### src/rtl/truth_table_sweeper.sv
// truth_table_sweeper: sweeps every input vector on stim, waits SETTLE cycles per vector, checks dut_out against GOLDEN, reports err_count/first_fail_idx/pass
module truth_table_sweeper #(
  parameter int N_IN = 4,
  parameter int SETTLE = 2,
  parameter logic [2**N_IN-1:0] GOLDEN = 16'h70FF
) (
  input  logic            clk,
  input  logic            rst,
  input  logic            start,
  input  logic            dut_out,
  output logic [N_IN-1:0] stim,
  output logic            busy,
  output logic            done,
  output logic            pass,
  output logic [N_IN:0]   err_count,
  output logic [N_IN-1:0] first_fail_idx,
  output logic            first_fail_valid
);
  localparam logic [1:0] S_IDLE = 2'd0, S_SETTLE = 2'd1, S_SAMPLE = 2'd2, S_DONE = 2'd3;
  logic [1:0] state;
  logic [7:0] cnt;
  logic bad, last, go;
  assign bad = dut_out != GOLDEN[stim];
  assign last = &stim;
  assign go = start && (state == S_IDLE || state == S_DONE);
  always_ff @(posedge clk or posedge rst)
    if (rst) begin
      state <= S_IDLE;
      stim <= '0;
      busy <= 1'b0;
      done <= 1'b0;
      pass <= 1'b0;
      err_count <= '0;
      first_fail_idx <= '0;
      first_fail_valid <= 1'b0;
      cnt <= '0;
    end else if (go) begin
      state <= S_SETTLE;
      stim <= '0;
      busy <= 1'b1;
      done <= 1'b0;
      pass <= 1'b0;
      err_count <= '0;
      first_fail_idx <= '0;
      first_fail_valid <= 1'b0;
      cnt <= 8'(SETTLE - 1);
    end else if (state == S_SETTLE) begin
      if (cnt == 8'd0) state <= S_SAMPLE;
      else cnt <= cnt - 8'd1;
    end else if (state == S_SAMPLE) begin
      if (bad) err_count <= err_count + 1'b1;
      if (bad && !first_fail_valid) begin
        first_fail_idx <= stim;
        first_fail_valid <= 1'b1;
      end
      if (last) begin
        busy <= 1'b0;
        done <= 1'b1;
        pass <= (err_count == '0) && !bad;
        state <= S_DONE;
      end else begin
        stim <= stim + 1'b1;
        cnt <= 8'(SETTLE - 1);
        state <= S_SETTLE;
      end
    end
endmodule

### config.mk
export PLATFORM = sky130hd
export DESIGN_NAME = truth_table_sweeper
export DESIGN_NICKNAME = d
export VERILOG_FILES = /design/src/rtl/truth_table_sweeper.sv
export SDC_FILE = /design/constraint.sdc
export NUM_CORES = 1
export LEC_CHECK = 0
export BUFFER_PORTS_ARGS = -buffer_cell sky130_fd_sc_hd__buf_2
export CORE_AREA = 3 3 76 78
export CTS_CLUSTER_SIZE = 12
export DETAILED_ROUTE_END_ITERATION = 6
export DIE_AREA = 0 0 79 81
export MAX_ROUTING_LAYER = met4
export PLACE_DENSITY_LB_ADDON = 0.08
export SKIP_LAST_GASP = 1
export SLEW_MARGIN = 20
export SYNTH_ARGS = -nofsm -noshare
export SYNTH_HDL_FRONTEND = slang
export SYNTH_SLANG_ARGS = --single-unit
### constraint.sdc
create_clock -name clk -period 2 [get_ports clk]
set_clock_uncertainty 0.2 [all_clocks]
set_input_delay 0.2 -clock clk [delete_from_list [all_inputs] [get_ports clk]]
set_output_delay 0.2 -clock clk [all_outputs]
set_load 0.01 [all_outputs]
==> flow_summary.yaml, run 1 <==
outcome:
  status: "finished, violations left"
  violations: "setup timing"
route:
  vias_per_cell: 4.69
  first_pass_iters: 4
  drt_wl_total_mm: 3.57
  via_count: 1319
  ant_nets: 0
  drtIter0Drc: 42
  drc: 0
  wl_per_cell_um: 12.7
die:
  ios: 21
  die_width_um: 79
  dieArea_um2: 6400
  die_h_um: 81
  rows: 26
  core_um2: 5140
  initial_core_util: 0.296
power:
  vdd_drop_max_v: 0.000709
  p_per_area_nw_per_um2: 1610
  p_leak_nw: 0.963
clock_tree:
  path_clk_slew_ps: 90
  clk_latency_ps: 270
  cts_made_buffers: 3
  h-tree-depth: 1
  clock_sinks: 27
  cts_buffer_depth: 2
  cts_tree: "done"
  clockRootBuffer: "clkbuf_8"
critical_path:
  cp.required_ps: 1960
  crit_path_top_delay_cell: "dfrtp_1"
  cp-start-kind: "register"
  critPathKind: "reg -> reg"
  worst_ep_arrival_time_ps: 1980
  slowest_delay_ps: 390
  critPathTopFamily: "simple AND/OR/NAND/NOR gates"
  cp_cell_sequence: "ha_4, inv_2, ha_4, nor2b_4, xnor2_4, nor2_4, or3_4, mux2_4"
  cp_num_buf_inv: 1
  crit_path_max_fanout: 3
  crit_cells: 8
  end_kind: "register"
  path_common_cell: "ha_4"
  reg2regPathDepth: 8
hold_path:
  holdPathStages: 5
  hp-class: "in -> reg"
global_route:
  grt_pass1_vias: 1275
  grt_max_degree: 28
  grt_pass1_wl_mm: 6.11
  grt_antenna_before_repair: 0
  grtUsageTotal: 0.123
  grt_remaining_overflow: 0
timing:
  max_freq_mhz: 494
  slew_headroom: 0.693
  fin_tns_setup_ps: -24.7
  fin_ws_ps: -24.7
  min_period_over_period: 1.01
  grt_setup_unrepaired: "yes"
  max_slew.worst_pin.slew_ps: 460
  drv_slew: 0
  setup_viol: 1
  finalCriticalPeriod_ps: 2020
  hold_violations: 0
yosys:
  synth.largest_area_cell: "dfrtp_1"
  synth_nets: 175
  yosysSeqAreaShare: 0.445
  netlist_area_um2: 1520
  synthFlopType: "dfrtp_1"
  yosys_warnings: 0
  ys_ff_latch: 27
  synth_top_area_share: 0.445
  yosys-top-cells-area: "dfrtp_1, ha_1, nand2_1, inv_1, a21oi_1"
  synthArstFlopShare: 1.00
  synth_commonest_cells: "dfrtp_1, nand2_1, inv_1"
  syn_area_per_cell_um2: 9.32
  synth.distinct_cells: 39
  yosysMostFrequentCell: "dfrtp_1"
  syn_inst: 163
  synth_edf_count: 0
layout:
  fillCellCount: 555
  antenna_cells: 0
  nets: 224
  syn_to_final_growth_pct: 36.1
  drive_gt1_frac: 0.365
placed_design:
  pre_cts_ws_ps: -84.4
  port_buffers: 20
  place.gp.congestion: 0.765
  place_hpwl_mm: 2.67
flow_run:
  maxCapViolCount: 0
[final cells by class]
class / instances / area (µm²) / area share
multi-input cells: 114 / 853 / 0.413
well taps: 70 / 87.6 / 0.0424
repair buffers: 49 / 340 / 0.165
clock buffers: 4 / 45.0 / 0.0218
inverters: 17 / 63.8 / 0.0309
flip-flops and latches: 27 / 677 / 0.327
[per-layer routing]
| metal | part of all wire | track usage | vias up |
|---|---|---|---|
| met4 | 0.0056 | 0.0155 | 0 |
| li1 | - | - | 661 |
| met3 | 0.023 | 0.0233 | 2 |
| met1 | 0.49 | 0.156 | 636 |
| met2 | 0.48 | 0.210 | 20 |
| met5 | 0 | - | - |
[final timing paths]
| kind | from | endpoint | slack (ps) |
|---|---|---|---|
| worst max-delay path | stim[1] | first_fail_idx[3] | -20 |
| worst min-delay path | start | cnt[3] | 240 |
| worst max register to register | stim[1] | first_fail_idx[3] | -20 |
| worst min register to register | done | done | 310 |
| max in group asynchronous | rst | stim[0] | 980 |
| min in group asynchronous | rst | first_fail_idx[2] | 330 |
[power breakdown]
group	switching, mW	total, mW	internal, mW
clock network	0.167	0.309	0.143
registers	0.169	0.898	0.729
logic	1.03	2.12	1.10
[kinds of logic (layout without fill, tap and decap cells)]
group,after synthesis,after routing,synth area share
compound gates,37,37,0.147
simple gates,62,62,0.220
flops,27,27,0.445
fa+ha+maj,8,8,0.0659
buf+inv,22,70,0.0610
xor+xnor,1,1,0.0181
mux,6,6,0.0428
[sequential cells by signal (all words and copies together) (netlist names)]
| name | flops |
|---|---|
| busy | 1 |
| cnt | 8 |
| done | 1 |
| err_count | 5 |
| first_fail_idx | 4 |
| first_fail_valid | 1 |
| pass | 1 |
| state | 2 |
| stim | 4 |
[metrics by stage]
stage	instance area, µm²	util	cells	total power, mW	hold WS (ps)
3_3_place_gp	1890	0.369	274	2.79	81.7
6_report	2070	0.402	281	3.33	238
5_1_grt	2070	0.402	281	3.66	273
2_1_floorplan	1530	-	163	2.02	52.6
4_1_cts	2000	0.389	280	3.24	252
3_5_place_dp	1890	0.369	274	2.81	85.2
[cells in the final DEF (no fill, tap or decap), types with 2 or more instances in the layout]
master | Yosys | final
dfrtp_1 | 27 | 26
buf_4 | 0 | 25
buf_2 | 2 | 20
nand2_1 | 20 | 18
inv_1 | 17 | 15
nor2_1 | 11 | 10
o21ai_0 | 9 | 9
a21oi_1 | 10 | 8
o21ai_1 | 7 | 7
mux2i_1 | 5 | 5
nand3_1 | 4 | 4
ha_4 | 0 | 4
or3_1 | 4 | 3
nand4_1 | 3 | 3
o211ai_1 | 3 | 3
ha_1 | 8 | 3
clkbuf_8 | 0 | 3
nand2_2 | 0 | 2
or4_4 | 1 | 2
nor2_4 | 1 | 2
o31ai_1 | 2 | 2
o22ai_1 | 2 | 2
nor3_1 | 2 | 2
inv_2 | 0 | 2
nand2b_1 | 2 | 2
buf_6 | 1 | 2
[worst register-to-register path, cell delays in order, from the launching register on]
cell,delay (ps)
dfrtp_1,390
ha_4,150
inv_2,40
ha_4,150
nor2b_4,150
xnor2_4,150
nor2_4,50
or3_4,340
mux2_4,300
[what timing repair did]
action | in CTS | in global routing
setup endpoints to repair | 15 | 20
setup buffers | 1 | 1
gates resized for setup | 10 | 13
hold buffers | 1 | 0
pin swaps | 3 | 7
endpoints found under the hold margin | 27 | 0
Power figures use the tool's default switching activity.
==> run 2: changes to the inputs <==
TNS_END_PERCENT = 100   (was unset)
clock period = 2.4 ns   (was 2 ns; I/O delays follow)
==> flow_summary.yaml, run 2 (synthesis gave the netlist of run 1 again) <==
critical_path:
  crit_path_top_delay_cell: "dfrtp_1"
  r2r-end: "cnt[7]"
  cp.required_ps: 2370
  crit_path_max_fanout: 9
  crit_start: "state[0]"
  slowest_delay_ps: 380
  crit_end: "cnt[7]"
  cp-start-kind: "register"
  critPathKind: "reg -> reg"
  rrSetupSlack_ps: 180
  end_kind: "register"
  worst_ep_arrival_time_ps: 2180
  cp_cell_sequence: "inv_1, ha_1, and2_1, nor2_1, a22o_4, o21bai_1, a22o_1"
  reg2regPathDepth: 7
  rr_startpoint: "state[0]"
route:
  drtIter0Drc: 41
  drt_wl_total_mm: 3.25
  vias_per_cell: 4.61
  first_pass_iters: 4
  via_count: 1202
  drc: 0
  wl_per_cell_um: 12.4
  ant_nets: 0
layout:
  nets: 204
  reg.largest.list: "cnt: 8 flops, err_count: 5 flops"
  registers.top_by_ff_count: "cnt"
  largest_reg_flops: 8
  finalNonFillerCells: 261
  final_area_um2: 1790
  syn_to_final_growth_pct: 18.1
  final_cell_mix: "dfrtp_1, nand2_1, buf_2"
  drive_gt1_frac: 0.215
  antenna_cells: 0
  layout_commonest_cell: "dfrtp_1"
die:
  die_h_um: 81
  ios: 21
  initial_core_util: 0.296
  die_width_um: 79
  rows: 26
  dieArea_um2: 6400
  core_um2: 5140
global_route:
  grt_pass1_wl_mm: 5.71
  grt_antenna_before_repair: 0
  use_met1: 0.152
  grt_pass1_vias: 1192
  grt_max_degree: 28
  met3_usage: 0.0244
  grt_remaining_overflow: 0
  busiest_layer: "met2"
  grtUsageTotal: 0.114
  use_met2: 0.184
timing:
  fin_tns_setup_ps: 0
  max_freq_mhz: 451
  finalCriticalPeriod_ps: 2220
  holdWs_ps: 166
  hold_violations: 0
  max_slew.worst_pin.slew_ps: 495
  grt_setup_unrepaired: "no"
  setup_viol: 0
  drv_slew: 0
  slew_headroom: 0.669
  min_period_over_period: 0.924
hold_path:
  hp-class: "in -> reg"
  holdPathStages: 4
flow_run:
  maxCapViolCount: 0
clock_tree:
  cts_tree: "done"
  post_cts_buffers: 0
  path_clk_slew_ps: 90
  clk_latency_ps: 270
  ctsHoldBuffers: 1
  cts_made_buffers: 3
  h-tree-depth: 1
  clock_sinks: 27
  cts_buffer_depth: 2
  clockRootBuffer: "clkbuf_8"
  cts_resized: 0
placed_design:
  placed_cells: 256
  dpl-instance-area_um2: 1740
  port_buffers: 20
  place_hpwl_mm: 2.46
  place.gp.congestion: 0.823
power:
  p_leak_nw: 0.852
  p_per_area_nw_per_um2: 1280
  vdd_drop_max_v: 0.000545
outcome:
  status: "completed"
[run 2: per-layer routing]
metal  vias up  routed length (µm)
li1        621                   -
met1       565                1640
met2        14                1490
met3         2                  90
met4         0                  19
met5         -                   0
[run 2: stage by stage]
stage	worst slack, ps	util	total power [mW]
CTS	167	0.349	2.33
finish	183	0.349	2.29
global route	26.2	0.349	2.53
global placement	224	0.338	2.04
detailed placement	175	0.338	2.06
floorplan	65.5	-	1.67
[run 2: worst min-delay path by stage]
stage | start | endpoint | slack (ps)
final | dut_out | err_count[0] | 170
after global placement | rst | first_fail_idx[0] | 120
after CTS | dut_out | err_count[0] | 160
after floorplan | rst | busy | 90
after global routing | dut_out | err_count[0] | 190
after detailed placement | rst | first_fail_idx[1] | 130
[run 2: report_power, final]
part / leakage (nW) / total, mW / switching [mW] / internal [mW]
sequential: 0.348 / 0.742 / 0.135 / 0.606
combinational: 0.478 / 1.29 / 0.720 / 0.565
clock: 0.0255 / 0.262 / 0.145 / 0.116
total: 0.852 / 2.29 / 1.00 / 1.29
[run 2: area by class of cell]
type,count,area (µm²)
Fill cell,556,3350
Multi-Input combinational cell,114,751
Sequential cell,27,676
Timing Repair Buffer,29,170
Tap cell,70,87.6
Inverter,17,63.8
Clock buffer,3,41.3
Clock inverter,1,5.00
[run 2: worst max-delay path, delay by kind of cell (launching register included)]
| kind | cells | cell delay, ps |
|---|---|---|
| flip-flops | 1 | 380 |
| buffers and inverters | 1 | 70 |
| AND/OR/NAND/NOR | 2 | 460 |
| adder cells (fa/ha/maj) | 1 | 290 |
| AO/OA/AOI/OAI | 3 | 710 |
==> run 3: changes to the inputs <==
CORE_AREA = 3 3 72 74   (was 3 3 76 78)
DIE_AREA = 0 0 75 77   (was 0 0 79 81)
SETUP_SLACK_MARGIN = 0.4   (was unset)
==> flow_summary.yaml, run 3 (synthesis gave the netlist of run 1 again) <==
layout:
  antenna_cells: 0
  nets: 217
  layout_commonest_cell: "dfrtp_1"
  reg.largest.list: "cnt: 8 flops, err_count: 5 flops"
  utilization: 0.432
  registers.top_by_ff_count: "cnt"
  final_cell_mix: "dfrtp_1, buf_2, buf_4"
  largest_reg_flops: 8
  fillCellCount: 477
  drive_gt1_frac: 0.373
  syn_to_final_growth_pct: 32.7
  final_area_um2: 2020
  finalNonFillerCells: 258
timing:
  max_freq_mhz: 487
  finalCriticalPeriod_ps: 2050
  fin_tns_setup_ps: 0
  drv_slew: 0
  hold_violations: 0
  max_slew.worst_pin.slew_ps: 505
  min_period_over_period: 0.855
  slew_headroom: 0.662
  holdWs_ps: 150
  grt_setup_unrepaired: "yes"
  setup_viol: 0
global_route:
  grt_remaining_overflow: 0
  grt_pass1_vias: 1346
  grt_max_degree: 17
  grtUsageTotal: 0.138
  grt_antenna_before_repair: 0
  grt_pass1_wl_mm: 6.08
clock_tree:
  cts_tree: "done"
  cts_made_buffers: 3
  h-tree-depth: 1
  cts_buffer_depth: 2
  clockRootBuffer: "clkbuf_8"
  clock_sinks: 27
  path_clk_slew_ps: 100
  clk_latency_ps: 270
die:
  die_h_um: 77
  core_um2: 4660
  ios: 21
  initial_core_util: 0.326
  dieArea_um2: 5780
  die_width_um: 75
  rows: 25
critical_path:
  end_kind: "register"
  crit_path_max_fanout: 3
  r2r-end: "first_fail_idx[3]"
  critPathKind: "reg -> reg"
  cp.required_ps: 2370
  rr_startpoint: "stim[1]"
  rrSetupSlack_ps: 350
  cp-start-kind: "register"
  worst_ep_arrival_time_ps: 2020
  reg2regPathDepth: 8
flow_run:
  maxCapViolCount: 0
route:
  drtIter0Drc: 58
  via_count: 1285
  vias_per_cell: 4.98
  ant_nets: 0
  drc: 0
  drt_wl_total_mm: 3.62
  first_pass_iters: 4
  wl_per_cell_um: 14.0
placed_design:
  dpl-instance-area_um2: 1730
  place.gp.congestion: 0.787
  placed_cells: 240
  place_hpwl_mm: 2.54
  port_buffers: 20
power:
  p_per_area_nw_per_um2: 1390
  p_leak_nw: 0.938
  vdd_drop_max_v: 0.000466
hold_path:
  holdPathStages: 4
  hp-class: "in -> reg"
  min_to: "cnt[4]"
  worstHoldStart: "start"
outcome:
  status: "completed"
run 3: area by class of cell:
type	instances	area (µm²)	area share
inverter	17	63.8	0.0317
tap	54	67.6	0.0335
sequential	27	677	0.336
timing repair buffer	42	284	0.141
clock inverter	1	5.00	0.00248
multi-input combinational	114	877	0.435
clock buffer	3	41.3	0.0205
run 3: routing by layer:
layer / up-vias / share of wire / global-route usage / wire (µm)
met4: 0 / 0.016 / 0.0516 / 57
li1: 646 / - / - / -
met5: - / 0 / - / 0
met2: 19 / 0.52 / 0.226 / 1880
met1: 616 / 0.44 / 0.168 / 1600
met3: 4 / 0.021 / 0.0197 / 76
run 3: worst max-delay path, stage by stage (launching register included):
cell and delay (ps):
dfrtp_1 410, ha_4 160, inv_2 40, ha_4 150, nor2b_4 150, xnor2_4 150, nor2_4 40, or3_4 340
mux2_4 300
run 3: how the worst max path moves through the flow:
stage	start	slack (ps)	depth (start not counted)	endpoint
final	stim[1]	350	8	first_fail_idx[3]
after global routing	stim[1]	300	8	first_fail_idx[3]
after CTS	stim[1]	340	8	first_fail_idx[3]
after detailed placement	stim[1]	210	8	first_fail_idx[3]
after global placement	stim[1]	240	8	first_fail_idx[3]
after floorplan	stim[1]	140	9	first_fail_idx[3]
run 3: repair_timing:
action	CTS	global route
gates resized for setup	10	21
buffers inserted	11	2
hold buffers	1	0
pin swaps	4	4
hold endpoints to repair	11	0
endpoints found under the setup margin	11	19
run 3: power breakdown:
part	total (mW)	switching, mW	internal (mW)
combinational	1.77	0.879	0.889
clock	0.268	0.152	0.116
sequential	0.756	0.149	0.608
total	2.79	1.18	1.61
run 3: stage by stage:
step,power [mW],worst slack (ps)
2_1_floorplan,1.68,143
3_5_place_dp,2.08,208
6_report,2.79,348
5_1_grt,3.05,304
4_1_cts,2.61,337
3_3_place_gp,2.06,244
